===== src/rtl/gsim_pkg.sv =====
// Shared sizing, types and FSM states for the Gauss-Seidel matrix-memory read cache.
package gsim_pkg;

    localparam int ADDR_W = 10;
    localparam int DATA_W = 256;
    localparam int LINES  = 17;
    localparam int OFF_W  = $clog2(LINES);

    typedef logic [ADDR_W-1:0] addr_t;
    typedef logic [DATA_W-1:0] row_t;
    typedef logic [OFF_W-1:0]  off_t;

    typedef enum logic [1:0] {
        S_IDLE = 2'd0,
        S_REQ  = 2'd1,
        S_WAIT = 2'd2
    } state_t;

    // An offset from the window base selects a line only below LINES.
    function automatic logic in_window(input addr_t off);
        return off < addr_t'(LINES);
    endfunction

endpackage


===== src/rtl/gsim_mem_cache_if.sv =====
// Solver-side read port and external-memory port of the matrix cache.
interface gsim_mem_cache_if;
    import gsim_pkg::*;

    logic  i_flush;
    logic  i_rreq;
    addr_t i_addr;
    logic  o_rrdy;
    row_t  o_dout;
    logic  o_dout_vld;
    logic  o_ext_rreq;
    addr_t o_ext_addr;
    logic  i_ext_rrdy;
    row_t  i_ext_dout;
    logic  i_ext_dout_vld;

    modport slave (
        input  i_flush, i_rreq, i_addr, i_ext_rrdy, i_ext_dout, i_ext_dout_vld,
        output o_rrdy, o_dout, o_dout_vld, o_ext_rreq, o_ext_addr
    );

    modport master (
        output i_flush, i_rreq, i_addr, i_ext_rrdy, i_ext_dout, i_ext_dout_vld,
        input  o_rrdy, o_dout, o_dout_vld, o_ext_rreq, o_ext_addr
    );

endinterface


===== src/rtl/gsim_line_ram.sv =====
// Line storage for the matrix window: one synchronous write port, one asynchronous read port.
// Only present when GSIM_MEM_CACHE_EN is defined.
`ifdef GSIM_MEM_CACHE_EN
module gsim_line_ram
    import gsim_pkg::*;
(
    input  logic i_clk,
    input  logic we,
    input  off_t waddr,
    input  row_t wdata,
    input  off_t raddr,
    output row_t rdata
);

    row_t mem_r [LINES];

    // Lines are written only by completed fills; contents need no reset since valid bits gate use.
    always_ff @(posedge i_clk) begin
        if (we) begin
            mem_r[waddr] <= wdata;
        end
    end

    assign rdata = mem_r[raddr];

endmodule
`endif


===== src/rtl/gsim_mem_cache.sv =====
// Matrix-row read cache between the Gauss-Seidel solver and external matrix memory.
// Caching is built only with GSIM_MEM_CACHE_EN defined; otherwise every read goes external.
module gsim_mem_cache
    import gsim_pkg::*;
(
    input  logic            i_clk,
    input  logic            i_reset,
    gsim_mem_cache_if.slave bus
);

    state_t state_r;
    addr_t  pend_addr_r;
    row_t   dout_r;
    logic   dout_vld_r;
    logic   ext_rreq_r;
    logic   accept_s;
    logic   fill_s;
    logic   hit_s;
    row_t   rd_data_s;

    assign accept_s = bus.i_rreq && (state_r == S_IDLE);
    assign fill_s   = bus.i_ext_dout_vld && (state_r == S_WAIT);

`ifdef GSIM_MEM_CACHE_EN
    addr_t                 base_r;
    logic [LINES-1:0]      valid_r;
    logic [LINES-1:0]      valid_nxt_s;
    logic [LINES-1:0]      fill_mask_s;
    logic [(2**OFF_W)-1:0] valid_pad_s;
    off_t                  pend_off_r;
    addr_t                 off_s;
    logic                  in_win_s;
    off_t                  rd_off_s;
    logic                  clr_all_s;

    assign off_s       = bus.i_addr - base_r;
    assign in_win_s    = in_window(off_s);
    assign rd_off_s    = in_win_s ? off_s[OFF_W-1:0] : {OFF_W{1'b0}};
    assign valid_pad_s = {{((2**OFF_W)-LINES){1'b0}}, valid_r};
    // A flush in the accept cycle must not serve stale data, so it forces the miss path.
    assign hit_s       = in_win_s && valid_pad_s[rd_off_s] && !bus.i_flush;
    assign clr_all_s   = accept_s && !hit_s && !in_win_s;

    // Flush and window moves wipe all lines, but a completing fill still lands its own bit.
    always_comb begin
        fill_mask_s              = {LINES{1'b0}};
        fill_mask_s[pend_off_r]  = fill_s;
        valid_nxt_s              = ((bus.i_flush || clr_all_s) ? {LINES{1'b0}} : valid_r) | fill_mask_s;
    end

    // Window base, valid bits and the line offset of the outstanding fill.
    always_ff @(posedge i_clk or posedge i_reset) begin
        if (i_reset) begin
            base_r     <= {ADDR_W{1'b0}};
            valid_r    <= {LINES{1'b0}};
            pend_off_r <= {OFF_W{1'b0}};
        end else begin
            valid_r <= valid_nxt_s;
            if (clr_all_s) begin
                base_r     <= bus.i_addr;
                pend_off_r <= {OFF_W{1'b0}};
            end else if (accept_s && !hit_s) begin
                pend_off_r <= rd_off_s;
            end
        end
    end

    gsim_line_ram u_line_ram (
        .i_clk (i_clk),
        .we    (fill_s),
        .waddr (pend_off_r),
        .wdata (bus.i_ext_dout),
        .raddr (rd_off_s),
        .rdata (rd_data_s)
    );
`else
    logic unused_s;

    assign unused_s  = bus.i_flush;
    assign hit_s     = 1'b0;
    assign rd_data_s = {DATA_W{1'b0}};
`endif

    // Request FSM: one outstanding external read, registered response and external request.
    always_ff @(posedge i_clk or posedge i_reset) begin
        if (i_reset) begin
            state_r     <= S_IDLE;
            pend_addr_r <= {ADDR_W{1'b0}};
            dout_r      <= {DATA_W{1'b0}};
            dout_vld_r  <= 1'b0;
            ext_rreq_r  <= 1'b0;
        end else begin
            dout_vld_r <= 1'b0;
            case (state_r)
                S_IDLE: begin
                    if (accept_s && hit_s) begin
                        dout_r     <= rd_data_s;
                        dout_vld_r <= 1'b1;
                    end else if (accept_s) begin
                        pend_addr_r <= bus.i_addr;
                        ext_rreq_r  <= 1'b1;
                        state_r     <= S_REQ;
                    end
                end
                S_REQ: begin
                    if (bus.i_ext_rrdy) begin
                        ext_rreq_r <= 1'b0;
                        state_r    <= S_WAIT;
                    end
                end
                S_WAIT: begin
                    if (fill_s) begin
                        dout_r     <= bus.i_ext_dout;
                        dout_vld_r <= 1'b1;
                        state_r    <= S_IDLE;
                    end
                end
                default: begin
                    ext_rreq_r <= 1'b0;
                    state_r    <= S_IDLE;
                end
            endcase
        end
    end

    assign bus.o_rrdy     = (state_r == S_IDLE);
    assign bus.o_dout     = dout_r;
    assign bus.o_dout_vld = dout_vld_r;
    assign bus.o_ext_rreq = ext_rreq_r;
    assign bus.o_ext_addr = pend_addr_r;

endmodule


===== src/flat_wrapper.sv =====
// flat-port wrapper written by rule: the top's interface ports become plain ports
module gsim_mem_cache_flat import gsim_pkg::*;
  (i_clk, i_reset, bus_i_flush, bus_i_rreq, bus_i_addr, bus_i_ext_rrdy, bus_i_ext_dout, bus_i_ext_dout_vld, bus_o_rrdy, bus_o_dout, bus_o_dout_vld, bus_o_ext_rreq, bus_o_ext_addr);
  gsim_mem_cache_if bus_i ();
  input  logic i_clk;
  input  logic i_reset;
  input wire logic [$bits(bus_i.i_flush)-1:0] bus_i_flush;
  input wire logic [$bits(bus_i.i_rreq)-1:0] bus_i_rreq;
  input wire logic [$bits(bus_i.i_addr)-1:0] bus_i_addr;
  input wire logic [$bits(bus_i.i_ext_rrdy)-1:0] bus_i_ext_rrdy;
  input wire logic [$bits(bus_i.i_ext_dout)-1:0] bus_i_ext_dout;
  input wire logic [$bits(bus_i.i_ext_dout_vld)-1:0] bus_i_ext_dout_vld;
  output wire logic [$bits(bus_i.o_rrdy)-1:0] bus_o_rrdy;
  output wire logic [$bits(bus_i.o_dout)-1:0] bus_o_dout;
  output wire logic [$bits(bus_i.o_dout_vld)-1:0] bus_o_dout_vld;
  output wire logic [$bits(bus_i.o_ext_rreq)-1:0] bus_o_ext_rreq;
  output wire logic [$bits(bus_i.o_ext_addr)-1:0] bus_o_ext_addr;
  assign bus_i.i_flush = bus_i_flush;
  assign bus_i.i_rreq = bus_i_rreq;
  assign bus_i.i_addr = bus_i_addr;
  assign bus_i.i_ext_rrdy = bus_i_ext_rrdy;
  assign bus_i.i_ext_dout = bus_i_ext_dout;
  assign bus_i.i_ext_dout_vld = bus_i_ext_dout_vld;
  assign bus_o_rrdy = bus_i.o_rrdy;
  assign bus_o_dout = bus_i.o_dout;
  assign bus_o_dout_vld = bus_i.o_dout_vld;
  assign bus_o_ext_rreq = bus_i.o_ext_rreq;
  assign bus_o_ext_addr = bus_i.o_ext_addr;
  gsim_mem_cache u_core (.i_clk(i_clk), .i_reset(i_reset), .bus(bus_i));
endmodule

===== config.mk =====
export PLATFORM = sky130hd
export DESIGN_NAME = gsim_mem_cache_flat
export DESIGN_NICKNAME = d
export VERILOG_FILES = /design/src/rtl/gsim_pkg.sv /design/src/rtl/gsim_mem_cache_if.sv /design/src/rtl/gsim_line_ram.sv /design/src/rtl/gsim_mem_cache.sv /design/src/flat_wrapper.sv
export SDC_FILE = /design/constraint.sdc
export NUM_CORES = 1
export LEC_CHECK = 0
export BUFFER_PORTS_ARGS = -buffer_cell sky130_fd_sc_hd__buf_2
export CORE_AREA = 2 2 209 211
export DETAILED_ROUTE_END_ITERATION = 16
export DIE_AREA = 0 0 211 213
export PLACE_DENSITY_LB_ADDON = 0.25
export SYNTH_ARGS = -nofsm -noshare
export SYNTH_HDL_FRONTEND = slang
export SYNTH_SLANG_ARGS = --single-unit

===== constraint.sdc =====
create_clock -name i_clk -period 8.95 [get_ports i_clk]
set_input_delay 1.3425 -clock i_clk [delete_from_list [all_inputs] [get_ports i_clk]]
set_output_delay 1.3425 -clock i_clk [all_outputs]
set_load 0.01 [all_outputs]

# Yosys cells after proc, flatten, opt, wreduce, memory -nomap -nowiden
# Index checks and enable logic that the tools add are counted.
[totals]
out_inout_bits = 269
inputBits = 272
rom_bits = 0
ram_bits = 0
ff_bits = 270
wordCells = 27
latch_bits = 0
memories = 0
[op_classes]
reduce_logical = 7
n_lt_le_gt_ge = 0
mul = 0
muxes = 9
n_addsub = 0
n_div = 0
shift = 0
n_eq_ne = 5
bitwise_logic = 1
[op_table]
columns = ["op", "count"]
rows = [
  ["$mux W2", 3],
  ["$pmux W2 S3", 1],
  ["$reduce_and A3 Y1", 2],
  ["$mux W1", 4],
  ["$ne A2 B1 Y1 const B", 2],
  ["$reduce_and A2 Y1", 2],
  ["$pmux W1 S3", 1],
  ["$eq A2 B1 Y1 const B", 1],
  ["$eq A2 B2 Y1 const B", 1],
  ["$logic_and A1 B1 Y1", 2],
  ["$logic_not A2 Y1", 1],
  ["$ne A2 B2 Y1 const B", 1],
  ["$not A1 Y1", 1],
]

# Longest topological paths before layout
# Gate-level depths: netlist of the first run.
[depth]
depth_word = 4
depth_mapped = 6
ltp_nobuf = 3

# Worst setup path before layout of the first run
# Ideal clock, no wire load.
[synth_path]
path_type = "input-to-reg"
startpoint = "input bus_i_ext_dout_vld"
endpoint = "register u_core.dout_r[134] (netlist: u_core.bus.o_dout[134])"
cell_stages = 5
required_time_ns = 8.825
setup_time_ns = 0.125
arrival_time_ns = 2.237
path_slack_ns = 6.588
path_buffers = 3
cell_sequence = "and3_1 > buf_6 > buf_8 > buf_8 > mux2_4"
[synth_between]
elab_chain_len = 2
[synth_rtl]
columns = ["item", "line_no", "source"]
rows = [
  ["start: declaration", "flat_wrapper.sv:12", "input wire logic [$bits(bus_i.i_ext_dout_vld)-1:0] bus_i_ext_dout_vld;"],
  ["$logic_and A1 B1 Y1", "gsim_mem_cache.sv:22", "assign fill_s = bus.i_ext_dout_vld && (state_r == S_WAIT);"],
  ["$reduce_and A2 Y1 (no source line)", "n/a", ""],
  ["end signal: assignment", "gsim_mem_cache.sv:89", "dout_r <= {DATA_W{1'b0}};"],
  ["end signal: assignment", "gsim_mem_cache.sv:97", "dout_r <= rd_data_s;"],
  ["end signal: assignment", "gsim_mem_cache.sv:113", "dout_r <= bus.i_ext_dout;"],
  ["end: declaration", "gsim_mem_cache.sv:13", "row_t dout_r;"],
]
# No other way between the ends.
# A chain may end at the register's enable or synchronous reset.

# Final worst setup path of the first run
[layout_path]
startpoint = "input bus_i_ext_dout_vld"
endpoint = "register u_core.dout_r[242] (netlist: u_core.bus.o_dout[242])"
# Same word-level chain as after synthesis.

==> impl_metrics.env, run 1 <==
export IMPL_status="finished, final reports clean"
export IMPL_routabilityCongestion=0.744
export IMPL_yosysSeqAreaShare_pct=61.2
export IMPL_syn_to_final_growth_pct=37.0
export IMPL_worst_slew_pin_slew_ns=1.08
export IMPL_rsz0062_at_grt="false"
export IMPL_final_layout_size_suffix_gt1_share_pct=75.2
export IMPL_critPathLaunchType="primary input"
export IMPL_dr_first_iter_drc_count=327
export IMPL_p_int_mw=3.93
export IMPL_synth_ff_latch_count=270
export IMPL_grt_pass1_vias=7207
export IMPL_yosysWarningCount=0
export IMPL_hold_path_class="register to register"
export IMPL_synth_avg_cell_area_um2=19.1
export IMPL_post_cts_setup_buffers=0
export IMPL_p_leak_nw=7.69
export IMPL_die_y_um=213
export IMPL_cts_resized=0
export IMPL_holdBufCountCts=0
export IMPL_synth_area_leaders="dfrtp_1, mux2_4, mux2_2"
export IMPL_crit_required_ns=9.37
export IMPL_placed_cell_area_um2=14100
export IMPL_cts_root_buf="clkbuf_16"
export IMPL_worst_skew_pair_late_latency_ns=0.54
export IMPL_initial_core_util_pct=25.9
export IMPL_io_buffers=539
export IMPL_antenna_found_initial=1
export IMPL_cts_buffers=30
export IMPL_antenna_left=0
export IMPL_clkTransAtPathRegs_ns=0.06
export IMPL_hpwl_um=20100
export IMPL_maxSlewHeadroom_pct=28.0
export IMPL_power_mw=5.69
export IMPL_power_frac_comb_pct=40.4
export IMPL_dieArea_um2=44900
export IMPL_switchingPower_mw=1.76
export IMPL_hold_violations=0
export IMPL_min_period_over_period_pct=29.5
export IMPL_worstSetupPathType="primary input to register"
export IMPL_fin_area_um2=15100
export IMPL_syn_area_um2=11000
export IMPL_switching_share_pct=30.9
export IMPL_endpoint_kind="register"
export IMPL_fmax_mhz=378
export IMPL_cts_sinks=270
export IMPL_syn_nets=851
export IMPL_tritoncts="done"
export IMPL_period_needed_ns=2.64
export IMPL_drv_cap=0
export IMPL_io_pins=541
export IMPL_synth_top_cell_area_share_pct=61.2
export IMPL_wl_per_cell_um=16.4
export IMPL_worstPathArrival_ns=3.06
export IMPL_fin_worst_skew_ns=0.00823
export IMPL_vias_per_cell=4.00
export IMPL_grt_util_all_layers_pct=11.7
export IMPL_final_cell_mix="buf_2, dfrtp_1, mux2_4"
export IMPL_grt_overflow=0
export IMPL_rows=76
export IMPL_fin_hold_ws_ns=0.499
export IMPL_dr_pass1_iters=4
export IMPL_ys_types=17
export IMPL_post_route_drc_count=0
export IMPL_clock_power_share_pct=21.5
export IMPL_p_seq_share_pct=38.1
export IMPL_cts_buffer_depth=3
export IMPL_grt_pass1_wl_um=41500
export IMPL_p_per_area_nw_per_um2=376
export IMPL_setup_violations=0
export IMPL_post_route_util_pct=35.4
export IMPL_grt_max_degree=148
export IMPL_final_common_cell="buf_2"
export IMPL_vias=6757
export IMPL_tns_ns=0
export IMPL_synth_largest_area_cell="dfrtp_1"
export IMPL_drv_slew=0
export IMPL_cp_max_fo=118
export IMPL_core_um2=42700
export IMPL_finalNetCount=1395
export IMPL_die_x_um=211
export IMPL_wirelength_um=27700
export IMPL_synth_cells=579
export IMPL_cts_max_level=1
export IMPL_ir_drop_v=0.000132
==> cells by family after synthesis <==
kind of cell,Yosys count,share of synthesized area [%]
AOI/OAI and AO/OA,4,0.249
and+or+nand+nor,6,0.249
muxes,266,34.9
buffers and inverters,33,3.44
DFF,270,61.2
==> metal layers <==
metal | wire (um) | global-route usage, % | up-vias | part of all wire [%]
met1 | 11000 | 14.1 | 3312 | 40
met4 | 644 | 4.10 | 0 | 2.3
li1 | - | - | 3113 | -
met3 | 2140 | 3.35 | 39 | 7.8
met2 | 13900 | 19.9 | 293 | 50
met5 | 0 | 0 | - | 0
==> worst max-delay path, cell delays in order <==
cell    delay (ns)
buf_2         0.09
and3_4        0.39
buf_12        0.55
mux2_4        0.36
==> Yosys cell counts <==
master and n:
o21ai_0 1, o2bb2ai_1 1, o22ai_1 1, buf_8 11, inv_1 2, and2_1 1, buf_2 3, nor2_1 2
mux2_4 229, buf_12 1, mux2_2 37, nand2_1 2, a22oi_1 1, and3_1 1, dfrtp_1 270, buf_6 15
inv_2 1
==> worst paths after layout <==
path / start / end / slack (ns) / depth (start not counted)
setup / recovery: bus_i_ext_dout_vld / u_core.bus.o_dout[242]$_DFFE_PP0P_ / 6.31 / 4
hold / removal: u_core.bus.o_ext_addr[8]$_DFFE_PP0P_ / u_core.bus.o_ext_addr[8]$_DFFE_PP0P_ / 0.50 / 1
setup reg to reg: u_core.state_r[0]$_DFFE_PP0P_ / u_core.bus.o_dout[242]$_DFFE_PP0P_ / 6.68 / 4
hold reg to reg: u_core.bus.o_ext_addr[8]$_DFFE_PP0P_ / u_core.bus.o_ext_addr[8]$_DFFE_PP0P_ / 0.50 / 1
max in group asynchronous: i_reset / u_core.bus.o_dout[229]$_DFFE_PP0P_ / 6.59 / 3
min in group asynchronous: i_reset / u_core.bus.o_dout[73]$_DFFE_PP0P_ / 0.92 / 2
==> power groups by stage <==
stage / clock network [mW] / registers, mW / logic (mW)
after CTS: 1.27 / 2.17 / 2.34
after global placement: 0 / 2.17 / 2.32
final: 1.22 / 2.17 / 2.30
after detailed placement: 0 / 2.17 / 2.34
after global routing: 1.32 / 2.25 / 2.46
after floorplan: 0 / 2.46 / 1.16
==> state kept, by name, indices dropped and copies added, names as in the netlist <==
signal                 flops
u_core.state_r             2
u_core.bus.o_ext_rreq      1
u_core.bus.o_ext_addr     10
u_core.bus.o_dout        256
u_core.bus.o_dout_vld      1
==> per-stage QoR <==
step | setup WS (ns) | cells
2_1_floorplan | 0.169 | 579
3_3_place_gp | 5.81 | 1637
3_5_place_dp | 5.81 | 1637
4_1_cts | 6.28 | 1689
5_1_grt | 6.26 | 1690
6_report | 6.31 | 1691
==> final cells by class <==
class                           instances  area, um2
Inverter                                3       18.8
Timing Repair Buffer                  542       2760
Fill cell                            4149      27600
Tap cell                              546        683
Antenna cell                            2       5.00
Multi-Input combinational cell        276       3920
Clock buffer                           45        928
Sequential cell                       270       6760
Clock inverter                          7       68.8
Power figures use the tool's default switching activity.
==> run 2, diff against run 1 <==
ABC_AREA = 1   (was default)
CORE_AREA = 2 2 208 210   (was 2 2 209 211)
DIE_AREA = 0 0 210 212   (was 0 0 211 213)
clock period = 2.7 ns   (was 8.95 ns; I/O delays follow)
==> run 2 against run 1 <==
  * Global-route usage rose by 2.6 points
  * Clock skew rose by 0.00052 ns
  * Critical path depth fell by 1
  * Core utilization fell by 1.1 points
  * Hold slack got worse by 0.46 ns
  * Worst setup slack got worse by 5.5 ns
  * First-iteration DRC count rose by 71%
==> impl_metrics.env, run 2 <==
export IMPL_placed_cell_area_um2=13500
export IMPL_finalNetCount=1948
export IMPL_dr_pass1_iters=5
export IMPL_synth_top_cell_area_share_pct=66.0
export IMPL_switchingPower_mw=6.10
export IMPL_cts_buffer_depth=3
export IMPL_p_per_area_nw_per_um2=1170
export IMPL_period_needed_ns=1.87
export IMPL_synth_most_common_cell="nand2_1"
export IMPL_antenna_found_initial=4
export IMPL_io_buffers=539
export IMPL_synthArstFlopShare_pct=100
export IMPL_holdBufCountCts=1
export IMPL_gr_usage_met3_pct=3.96
export IMPL_syn_area_um2=10200
export IMPL_clock_power_share_pct=26.1
export IMPL_synth_common_cells="nand2_1, dfrtp_1, buf_2, buf_6"
export IMPL_final_common_cell="nand2_1"
export IMPL_ys_types=15
export IMPL_min_period_over_period_pct=69.2
export IMPL_vias_per_cell=4.08
export IMPL_p_int_mw=11.0
export IMPL_placed_cells=2188
export IMPL_use_met1_pct=17.8
export IMPL_tns_ns=0
export IMPL_die_y_um=212
export IMPL_power_frac_comb_pct=34.1
export IMPL_endpoint_kind="output pin"
export IMPL_cts_sinks=270
export IMPL_setup_violations=0
export IMPL_initial_core_util_pct=24.1
export IMPL_wl_per_cell_um=14.7
export IMPL_grt_pass1_vias=9059
export IMPL_dr_first_iter_drc_count=560
export IMPL_vias=9182
export IMPL_cts_max_level=1
export IMPL_rsz0062_at_grt="false"
export IMPL_grt_max_degree=130
export IMPL_cts_resized=0
export IMPL_synth_area_leaders="dfrtp_1, nand2_1, buf_2"
export IMPL_drv_cap=0
export IMPL_fin_area_um2=14600
export IMPL_synth_avg_cell_area_um2=8.96
export IMPL_p_leak_nw=8.65
export IMPL_dieArea_um2=44500
export IMPL_worst_slew_pin_slew_ns=0.712
export IMPL_critPathLaunchType="register"
export IMPL_grt_overflow=0
export IMPL_switching_share_pct=35.7
export IMPL_ir_drop_v=0.000480
export IMPL_worstPathArrival_ns=1.46
export IMPL_power_mw=17.1
export IMPL_worst_skew_pair_late_latency_ns=0.56
export IMPL_crit_required_ns=2.30
export IMPL_post_route_drc_count=0
export IMPL_synth_largest_area_cell="dfrtp_1"
export IMPL_crit_slowest_cell="dfrtp_1"
export IMPL_final_layout_size_suffix_gt1_share_pct=36.0
export IMPL_cp_max_fo=12
export IMPL_synth_cells=1143
export IMPL_wirelength_um=33000
export IMPL_grt_busiest_layer="met2"
export IMPL_synth_ff_latch_count=270
export IMPL_cp_cell_sequence="nor2_1, buf_4, buf_2"
export IMPL_clkTransAtPathRegs_ns=0.06
export IMPL_fin_worst_skew_ns=0.00875
export IMPL_final_fill_count=4494
export IMPL_p_seq_share_pct=39.7
export IMPL_drv_slew=0
export IMPL_worstSetupPathType="register to output pin"
export IMPL_grt_util_all_layers_pct=14.3
export IMPL_yosysSeqAreaShare_pct=66.0
export IMPL_io_pins=541
export IMPL_die_x_um=210
export IMPL_status="finished, final reports clean"
export IMPL_hold_path_class="primary input to register"
export IMPL_antenna_left=0
export IMPL_fin_hold_ws_ns=0.0355
export IMPL_slowest_delay_ns=0.45
export IMPL_syn_nets=1415
export IMPL_grt_pass1_wl_um=50600
export IMPL_final_cell_mix="nand2_1, buf_2, dfrtp_1"
export IMPL_synth_edf_count=0
export IMPL_hpwl_um=24200
export IMPL_final_cells=2250
export IMPL_yosysWarningCount=0
export IMPL_largest_register_ffs=256
export IMPL_routabilityCongestion=0.824
export IMPL_cts_buffers=31
export IMPL_cts_root_buf="clkbuf_16"
export IMPL_tritoncts="done"
export IMPL_rows=76
export IMPL_syn_to_final_growth_pct=42.7
export IMPL_fmax_mhz=535
export IMPL_hold_violations=0
export IMPL_maxSlewHeadroom_pct=52.5
export IMPL_post_cts_setup_buffers=0
export IMPL_core_um2=42500
export IMPL_use_met2_pct=23.9
export IMPL_synth_ff_type="dfrtp_1"
[run 2: final timing paths]
kind                                                        start                                  to  slack (ns)  cells past startpoint
max in group asynchronous                                 i_reset  u_core.bus.o_dout[103]$_DFFE_PP0P_        1.43                      4
worst min register to register  u_core.bus.o_dout[67]$_DFFE_PP0P_   u_core.bus.o_dout[67]$_DFFE_PP0P_        0.47                      2
worst max-delay path                u_core.state_r[0]$_DFFE_PP0P_                          bus_o_rrdy        0.83                      3
worst min-delay path                          bus_i_ext_dout[137]  u_core.bus.o_dout[137]$_DFFE_PP0P_        0.04                      3
worst max register to register      u_core.state_r[0]$_DFFE_PP0P_  u_core.bus.o_dout[114]$_DFFE_PP0P_        1.00                      6
min in group asynchronous                                 i_reset  u_core.bus.o_dout[218]$_DFFE_PP0P_        0.45                      3
[run 2: cell type report]
| class | count | area, um2 | share of cell area (%) |
|---|---|---|---|
| Inverter | 4 | 26.3 | 0.180 |
| Clock inverter | 15 | 231 | 1.58 |
| Clock buffer | 43 | 861 | 5.89 |
| Antenna cell | 3 | 7.51 | 0.0514 |
| Sequential cell | 270 | 6760 | 46.2 |
| Multi-Input combinational cell | 810 | 3090 | 21.1 |
| Timing Repair Buffer | 559 | 2960 | 20.3 |
| Tap cell | 546 | 683 | 4.67 |
[run 2: through the flow]
step,utilization [%],setup slack (ns)
after floorplan,-,-1.27
final,34.4,0.832
after global placement,31.8,0.998
after CTS,34.4,0.786
after detailed placement,31.8,0.960
after global routing,34.4,0.737
[run 2: cells by family after synthesis]
group                  share of synthesized area [%]
AND/OR/NAND/NOR                                 29.9
flip-flops                                      66.0
buffers and inverters                           4.02
AO/OA/AOI/OAI                                  0.147
[run 2: power by group through the flow]
stage                     sequential [mW]  combinational, mW  clock, mW
after floorplan                      7.68               2.27          0
after global placement               6.78               5.92          0
after detailed placement             6.80               5.96          0
after CTS                            6.78               5.96       4.59
after global routing                 6.99               6.55       4.77
final                                6.78               5.83       4.46
[run 2: worst max-delay path, delay by kind of cell (launching register included)]
kind / cells / cell delay, ns
and+or+nand+nor: 1 / 0.12
DFF: 1 / 0.45
buffers and inverters: 2 / 0.34
[run 2: routing by layer]
metal	wire (um)	part of all wire, %	up-vias
met5	13	0.039	-
met4	795	2.4	2
met3	2750	8.3	54
met2	15900	48	376
met1	13500	41	4237
li1	-	-	4513
